$ cat config.mk
export PLATFORM = sky130hd
export DESIGN_NAME = instr_fetch
export DESIGN_NICKNAME = d
export VERILOG_FILES = /design/src/rtl/instr_fetch.sv
export SDC_FILE = /design/constraint.sdc
export NUM_CORES = 1
export LEC_CHECK = 0
export ABC_AREA = 1
export BUFFER_PORTS_ARGS = -buffer_cell sky130_fd_sc_hd__buf_2
export CORE_MARGIN = 10
export CORE_UTILIZATION = 44
export DETAILED_ROUTE_END_ITERATION = 8
export PLACE_DENSITY = 0.79
export SKIP_LAST_GASP = 1
export SYNTH_ARGS = -nofsm -noshare
export SYNTH_HDL_FRONTEND = slang
export SYNTH_SLANG_ARGS = --single-unit
$ cat constraint.sdc
create_clock -name clk -period 2.5 [get_ports clk]
set_clock_uncertainty 0.1 [all_clocks]
set_input_delay 0.125 -clock clk [delete_from_list [all_inputs] [get_ports clk]]
set_output_delay 0.125 -clock clk [all_outputs]
set_load 0.02 [all_outputs]
$ cat src/rtl/instr_fetch.sv
// Instruction fetch stage: PC, instruction-memory request handshake, IR and field decode.
// Optional macro IFETCH_TIMEOUT_EN adds a wait-state watchdog and the fetchFault output.
module instr_fetch #(
   parameter int                    ADDR_WIDTH = 16,
   parameter logic [ADDR_WIDTH-1:0] RESET_PC   = '0,
   parameter int                    OPBITS     = 4,
   parameter int                    FUNCTBITS  = 4
) (
   input  logic                  clk,
   input  logic                  reset,
   input  logic                  pcEn,
   input  logic                  branch,
   input  logic                  jump,
   input  logic [7:0]            branchDisp,
   input  logic [ADDR_WIDTH-1:0] jumpTarget,
   output logic                  imemReq,
   output logic [ADDR_WIDTH-1:0] imemAddr,
   input  logic                  imemReady,
   input  logic [15:0]           imemData,
   output logic                  instrValid,
   output logic [OPBITS-1:0]     opcode,
   output logic [3:0]            rdest,
   output logic [FUNCTBITS-1:0]  functionCode,
   output logic [3:0]            rsrc,
   output logic [7:0]            imm8,
   output logic [ADDR_WIDTH-1:0] pc,
   output logic [ADDR_WIDTH-1:0] linkAddr
`ifdef IFETCH_TIMEOUT_EN
   ,
   output logic                  fetchFault
`endif
);

   typedef enum logic {S_REQ, S_HOLD} state_t;

   state_t                  state;
   state_t                  state_nxt;
   logic [15:0]             ir;
   logic                    load_ir;
   logic [ADDR_WIDTH-1:0]   pc_nxt;
   logic [ADDR_WIDTH-1:0]   disp_ext;

   // Handshake: imemReq is held high with imemAddr stable for every REQ cycle;
   // the word is taken on the first cycle where imemReq and imemReady are both high.
   assign imemReq    = (state == S_REQ) && !reset;
   assign instrValid = (state == S_HOLD) && !reset;
   assign imemAddr   = pc;
   assign linkAddr   = pc + ADDR_WIDTH'(1);
   assign disp_ext   = {{(ADDR_WIDTH-8){branchDisp[7]}}, branchDisp};

   assign opcode       = ir[15 -: OPBITS];
   assign rdest        = ir[11:8];
   assign functionCode = ir[7 -: FUNCTBITS];
   assign rsrc         = ir[3:0];
   assign imm8         = ir[7:0];

   always_comb begin
      state_nxt = state;
      pc_nxt    = pc;
      load_ir   = 1'b0;
      case (state)
         S_REQ: begin
            if (imemReady) begin
               load_ir   = 1'b1;
               state_nxt = S_HOLD;
            end
         end
         S_HOLD: begin
            if (pcEn) begin
               state_nxt = S_REQ;
               if (jump)
                  pc_nxt = jumpTarget;
               else if (branch)
                  pc_nxt = pc + ADDR_WIDTH'(1) + disp_ext;
               else
                  pc_nxt = pc + ADDR_WIDTH'(1);
            end
         end
         default: state_nxt = S_REQ;
      endcase
   end

   always_ff @(posedge clk) begin
      if (reset) begin
         state <= S_REQ;
         pc    <= RESET_PC;
         ir    <= 16'h0000;
      end else begin
         state <= state_nxt;
         pc    <= pc_nxt;
         if (load_ir)
            ir <= imemData;
      end
   end

`ifdef IFETCH_TIMEOUT_EN
   logic [3:0] wait_cnt;
   logic       fault_hit;

   // The 15th consecutive wait cycle raises the fault and restarts the count.
   assign fault_hit  = (state == S_REQ) && !imemReady && (wait_cnt == 4'd14);
   assign fetchFault = fault_hit && !reset;

   always_ff @(posedge clk) begin
      if (reset || state != S_REQ || imemReady)
         wait_cnt <= 4'd0;
      else if (fault_hit)
         wait_cnt <= 4'd0;
      else
         wait_cnt <= wait_cnt + 4'd1;
   end
`endif

endmodule

==> results of run 1 <==
==> flip-flops by register name (all words and copies together) (netlist names) <==
name      count
state         1
ir           16
imemAddr     16
==> report_power, final <==
| group | total, µW | internal [µW] | switching [µW] |
|---|---|---|---|
| Combinational | 769 | 309 | 460 |
| Clock | 479 | 258 | 221 |
| Sequential | 599 | 564 | 35.2 |
==> synthesized netlist by cell type (all sizes together), types with 2 or more instances <==
cell / count
o211ai: 3
inv: 47
buf: 28
a21oi: 43
nand2: 90
o21ai: 44
ha: 20
xor2: 13
xnor2: 4
dfxtp: 33
o21bai: 6
nand4: 2
nand3: 27
and2: 4
or2: 3
nor2: 64
a21o: 2
clkbuf: 9
==> metal layers <==
metal / share of wire (%) / vias up
met5: 0 / -
met2: 52 / 161
met3: 7.9 / 34
li1: - / 1716
met4: 3.1 / 0
met1: 37 / 1680
==> cells by family (layout without fill, tap and decap cells) <==
kind of cell / after synthesis / in the layout
compound gates: 101 / 101
fa+ha+maj: 21 / 21
xor+xnor: 17 / 17
other cells: 0 / 1
buf+inv: 84 / 227
simple gates: 192 / 192
flops: 33 / 33
==> tightest hold or removal path: stages <==
cell and delay (ns):
sky130_fd_sc_hd__buf_2 0.09, sky130_fd_sc_hd__inv_1 0.06, sky130_fd_sc_hd__a21oi_1 0.07
==> through the flow <==
step | TNS, ns | hold slack (ns) | instances | power [µW] | worst slack [ns]
after global placement | 0 | 0.248 | 630 | 1230 | 0.00435
final | -0.147 | 0.00420 | 669 | 1850 | -0.0445
after CTS | -0.0357 | 0.00220 | 664 | 1760 | -0.0184
after floorplan | -0.00773 | 0.160 | 448 | 1040 | -0.00488
after global routing | -1.13 | 0.0174 | 669 | 1940 | -0.216
after detailed placement | -0.197 | 0.255 | 630 | 1240 | -0.0662
==> final cells by class <==
class | count | area, µm² | share of cell area, %
Inverter | 47 | 180 | 4.12
Sequential cell | 33 | 682 | 15.6
Timing Repair Buffer | 172 | 1050 | 24.1
Antenna cell | 1 | 2.50 | 0.0573
Clock buffer | 6 | 93.8 | 2.15
Multi-Input combinational cell | 331 | 2250 | 51.4
Clock inverter | 2 | 16.3 | 0.372
Tap cell | 77 | 96.3 | 2.21
==> what timing repair did <==
action                                  CTS  global route
hold buffers                             17             0
endpoints found under the hold margin    17             0
pin swaps                                17            31
gates cloned                              0             0
resized for setup                        18            54
setup buffers                             9             4
endpoints found under the setup margin    7            10
==> path summary, 6_finish.rpt <==
check                            startpoint            to  cells past startpoint
worst max-delay path            imemAddr[0]  imemAddr[12]                     16
worst max register to register  imemAddr[0]  imemAddr[12]                     16
worst min-delay path              imemReady         state                      3
worst min register to register       ir[10]        ir[10]                      2
==> flow_metrics.tcl, run 1 <==
set metrics [dict create \
    cts_sinks 33 \
    insertion_delay_ns 0.29 \
    placement_rows 29 \
    synth_top_area_cell "sky130_fd_sc_hd__dfxtp_1" \
    vias_in_the_first_global_route 3497 \
    num_io_pins 120 \
    vdd_drop_max_mv 0.457 \
    r2r_slack_ns -0.04 \
    final_core_util_pct 68.4 \
    drt_drc_violations_left 0 \
    worst_slew_pin_slew_ns 0.789 \
    setup_viol 5 \
    min-delay-path-class "input port to flop" \
    grt_first_pass_wirelength_um 16600 \
    number_of_buffers_created_by_cts 5 \
    synthesis.area_per_instance_um2 6.46 \
    failing_checks "negative setup slack" \
    critical-path-top-delay-family "simple AND/OR/NAND/NOR gates" \
    grt_busiest_layer "met2" \
    m1_gr_usage_pct 22.0 \
    iter_0_drt_violations 181 \
    tritoncts "yes" \
    final_common_cell "sky130_fd_sc_hd__buf_2" \
    synth_fp_nets 515 \
    synthCells 448 \
    place_congestion 0.963 \
    ys_async_sr_fraction_pct 0 \
    power_leakage_uw 0.00227 \
    track_usage_pct 19.5 \
    worst_ep_required_time_ns 2.63 \
    core_region_area_mm2 0.00639 \
    drt.antenna.violating_nets 0 \
    final_layout_size_suffix_gt1_share_pct 44.5 \
    floorplan.die_area_mm2 0.0102 \
    synthSimpleGateAreaFrac_pct 28.8 \
    critPathLaunchType "flop" \
    cts.root.buffer_cell "sky130_fd_sc_hd__clkbuf_8" \
    overflow 0 \
    final_nets 657 \
    layout.cells.most_common_list "119 x sky130_fd_sc_hd__buf_2, 70 x sky130_fd_sc_hd__nand2_1, 52 x sky130_fd_sc_hd__nor2_1, 39 x sky130_fd_sc_hd__inv_1, 36 x sky130_fd_sc_hd__o21ai_0" \
    synth_enable_flop_cells 0 \
    synth_top_family_by_area "simple AND/OR/NAND/NOR gates" \
    hold_viol 0 \
    first_pass_iters 5 \
    grtUsageMet3_pct 5.49 \
    detailroute.via_count 3591 \
    place_area_mm2 0.00364 \
    die-height_um 101 \
    drt-wirelength-per-cell_um 16.5 \
    cts-root-to-sink-buffers 2 \
    layout_min_cycle_time_ns 2.54 \
    antenna_found_initial 1 \
    critPathCaptureType "flop" \
    synth_seq_cells 33 \
    die_width_um 101 \
    number_of_distinct_library_cell_variants_in_the_gate_level_netlist_after_synthesis 38 \
    yosys.area.top_type_share_pct 22.8 \
    cts.htree.levels 2 \
    met2_grt_util_pct 34.5 \
    grt_start_max_net_pins 32 \
    power_per_cell_area_mw_per_mm2 423 \
    run_status "finished, violations left" \
    worst_slew_margin_rel_pct 47.4 \
    worstPathCellList "clkinvlp_4 -> nor2_4 -> nand2_4 -> nor2_4 -> buf_6 -> xor2_4 -> ha_1 -> nand2_1 -> nand2_1 -> a31oi_1 -> nand3_1 -> nor2_1 -> nor2_1 -> nand2_1 -> nand2_2 -> a21oi_2" \
    crit_buf_inv 2 \
    synth_flop_cell "sky130_fd_sc_hd__dfxtp_1" \
    synth_seq_area_share_pct 22.8 \
    fmax_ghz 0.393 \
    slew_violations 0 \
    period_share_pct 102 \
    route.final.wire_length_um 11100 \
    effective_utilization_at_floorplan_pct 45.3 \
    synthesis_warning_total 0 \
    fillers 497 \
    cp_slowest_cell "sky130_fd_sc_hd__dfxtp_4" \
    critPathMaxFanout 4 \
    path_common_cell "sky130_fd_sc_hd__nand2_1" \
    worstPathArrival_ns 2.67 \
    finalWorstSetupSlack_ns -0.0445 \
    synth_xor_xnor_area_share_pct 5.40 \
    area_delta_synth_final_pct 51.0 \
    final_design_area_no_fill_mm2 0.00437 \
    detailedPlacementHpwl_um 7740 \
    netlist_area_mm2 0.00289 \
    rsz0062_at_grt "yes" \
    synth_compound_gate_area_share_pct 19.4 \
    drt-vias-per-instance 5.37 \
    synth-adder-area-share_pct 9.34 \
    portBuffers 119 \
    clk_pin_slew_ns 0.07 \
    worst_path_largest_cell_delay_ns 0.38 \
    crit_type "flop to flop" \
    synth_area_leaders "sky130_fd_sc_hd__dfxtp_1 23%, sky130_fd_sc_hd__nand2_1 11%, sky130_fd_sc_hd__ha_1 8.6%, sky130_fd_sc_hd__nor2_1 7.5%, sky130_fd_sc_hd__o21ai_0 6.7%" \
    synthMuxAreaShare_pct 0 \
    reported_max_cap_violation_count 0 \
]
Note: power is estimated with default switching activity, not from simulation.
==> inputs of run 2 (changes only) <==
--- a/config.mk
+++ b/config.mk
@@ -11,6 +11,7 @@
 export CORE_UTILIZATION = 44
 export DETAILED_ROUTE_END_ITERATION = 8
 export PLACE_DENSITY = 0.79
+export RECOVER_POWER = 50
 export SKIP_LAST_GASP = 1
 export SYNTH_ARGS = -nofsm -noshare
 export SYNTH_HDL_FRONTEND = slang
==> run 2 against run 1 <==
  * The flow still finishes with violations (negative setup slack)
  * Power down 0.55%
  * Sequential share of layout area increased by 0.22 points
  * Combinational power fell by 2%
  * Wire length fell by 0.18%
==> flow_metrics.tcl, run 2 (synthesis results as in run 1) <==
set metrics [dict create \
    clk_pin_slew_ns 0.07 \
    power_leakage_uw 0.00208 \
    p_comb_share_pct 41.0 \
    fin_tns_setup_ns -0.166 \
    place_congestion 0.963 \
    antenna_found_initial 1 \
    drt_drc_violations_left 0 \
    fmax_ghz 0.393 \
    crit_type "flop to flop" \
    dpl_worst_slack_ns -0.0662 \
    drt-vias-per-instance 5.37 \
    detailedPlacementHpwl_um 7740 \
    layout_min_cycle_time_ns 2.55 \
    hold_end "state" \
    reg2reg_depth 13 \
    drt-wirelength-per-cell_um 16.5 \
    tritoncts "yes" \
    internal-power_uw 1120 \
    hp-start "imemReady" \
    number_of_buffers_created_by_cts 5 \
    met2RoutedLength_um 5780 \
    grt_start_max_net_pins 32 \
    finalWorstSetupSlack_ns -0.0468 \
    critPathLaunchType "flop" \
    floorplan.die_area_mm2 0.0102 \
    power.clock.fraction_pct 26.3 \
    critPathCaptureType "flop" \
    placement_rows 29 \
    cts.root.buffer_cell "sky130_fd_sc_hd__clkbuf_8" \
    worst_slew_margin_rel_pct 48.9 \
    setup_viol 6 \
    portBuffers 119 \
    worst_path_largest_cell_delay_ns 0.38 \
    slew_violations 0 \
    critPathMaxFanout 4 \
    detailroute.via_count 3590 \
    final_layout_size_suffix_gt1_share_pct 36.4 \
    layout.cells.most_common_list "71 x sky130_fd_sc_hd__buf_2, 70 x sky130_fd_sc_hd__nand2_1, 52 x sky130_fd_sc_hd__nor2_1, 48 x sky130_fd_sc_hd__clkbuf_1, 39 x sky130_fd_sc_hd__inv_1" \
    min-delay-path-class "input port to flop" \
    top_layer_reached_by_signal_wires "met4" \
    route.final.wire_length_um 11000 \
    drt.antenna.violating_nets 0 \
    overflow 0 \
    timing.rr.start "imemAddr[0]" \
    routed-wl-met3_um 844 \
    worstPathArrival_ns 2.63 \
    final_nets 657 \
    hold_viol 0 \
    core_region_area_mm2 0.00639 \
    worstHoldPathCells 3 \
    first_pass_iters 5 \
    die_width_um 101 \
    grt_first_pass_wirelength_um 16600 \
    insertion_delay_ns 0.30 \
    area_delta_synth_final_pct 48.9 \
    regToRegEndpoint "imemAddr[7]" \
    cp_slowest_cell "sky130_fd_sc_hd__dfxtp_4" \
    netSwitchingFraction_pct 39.2 \
    worst_slew_pin_slew_ns 0.766 \
    r2r_slack_ns -0.05 \
    cts_sinks 33 \
    effective_utilization_at_floorplan_pct 45.3 \
    rsz0062_at_grt "yes" \
    power_per_cell_area_mw_per_mm2 426 \
    num_io_pins 120 \
    final_common_cell "sky130_fd_sc_hd__buf_2" \
    reported_max_cap_violation_count 0 \
    wl_met1_um 4140 \
    failing_checks "negative setup slack" \
    cts-root-to-sink-buffers 2 \
    vdd_drop_max_mv 0.454 \
    worst_ep_required_time_ns 2.58 \
    run_status "finished, violations left" \
    worstPathCellList "clkinvlp_4 -> buf_12 -> nor3_4 -> xor2_4 -> ha_4 -> nand2_4 -> inv_2 -> a21oi_2 -> nand2_2 -> buf_4 -> xor2_1 -> o21bai_1 -> a21oi_1" \
    p_sw_uw 721 \
    track_usage_pct 19.5 \
    die-height_um 101 \
    period_share_pct 102 \
    vias_in_the_first_global_route 3497 \
    p_seq_share_pct 32.7 \
    cts.htree.levels 2 \
    iter_0_drt_violations 239 \
]
[run 2: how the worst max path moves through the flow]
stage,from,depth (start not counted),to,slack [ns]
floorplan,imemAddr[0],17,imemAddr[14],-0.005
global placement,imemAddr[0],16,imemAddr[12],0.004
detailed placement,imemAddr[0],17,imemAddr[14],-0.07
CTS,imemAddr[0],14,imemAddr[12],-0.02
global route,imemAddr[0],16,imemAddr[12],-0.22
finish,imemAddr[0],13,imemAddr[7],-0.05
[run 2: what timing repair did]
| item | in CTS | in global routing |
|---|---|---|
| setup endpoints to repair | 7 | 10 |
| endpoints found under the hold margin | 17 | 0 |
| pin swaps | 17 | 31 |
| gates resized for setup | 18 | 54 |
| hold buffers | 17 | 0 |
| setup buffers | 9 | 4 |
[run 2: metrics by stage]
step / cell area, µm² / total power, µW / hold slack (ns) / instances / utilization (%)
6_report: 4310 / 1840 / 0.00315 / 669 / 67.5
5_1_grt: 4310 / 1930 / 0.0174 / 669 / 67.5
4_1_cts: 4100 / 1760 / 0.00220 / 664 / 64.2
3_5_place_dp: 3640 / 1240 / 0.255 / 630 / 57.1
3_3_place_gp: 3640 / 1230 / 0.248 / 630 / 57.1
2_1_floorplan: 3020 / 1040 / 0.160 / 448 / -
[run 2: power groups by stage]
| stage | registers [µW] | logic, µW | clock network, µW |
|---|---|---|---|
| floorplan | 660 | 382 | 0 |
| detailed placement | 608 | 631 | 0 |
| CTS | 596 | 687 | 481 |
| global placement | 607 | 623 | 0 |
| finish | 600 | 754 | 483 |
| global route | 605 | 821 | 506 |
[run 2: layout make-up]
cell class                      count  area [µm²]
Sequential cell                    33         682
Timing Repair Buffer              172         992
Inverter                           47         180
Clock inverter                      2        16.3
Antenna cell                        1        2.50
Fill cell                         530        2080
Multi-Input combinational cell    331        2250
Clock buffer                        6        93.8
Tap cell                           77        96.3
[run 2: critical path: cells and delay by family, from the launching register on]
kind,cells,cell delay [ns]
fa+ha+maj,1,0.26
xor+xnor,2,0.41
flops,1,0.38
simple gates,3,0.44
compound gates,3,0.40
buf+inv,4,0.45
[run 2: layer usage]
| metal | global-route usage, % | up-vias |
|---|---|---|
| li1 | - | 1714 |
| met1 | 22.0 | 1679 |
| met4 | 6.32 | 0 |
| met2 | 34.5 | 167 |
| met5 | 0 | - |
| met3 | 5.49 | 30 |
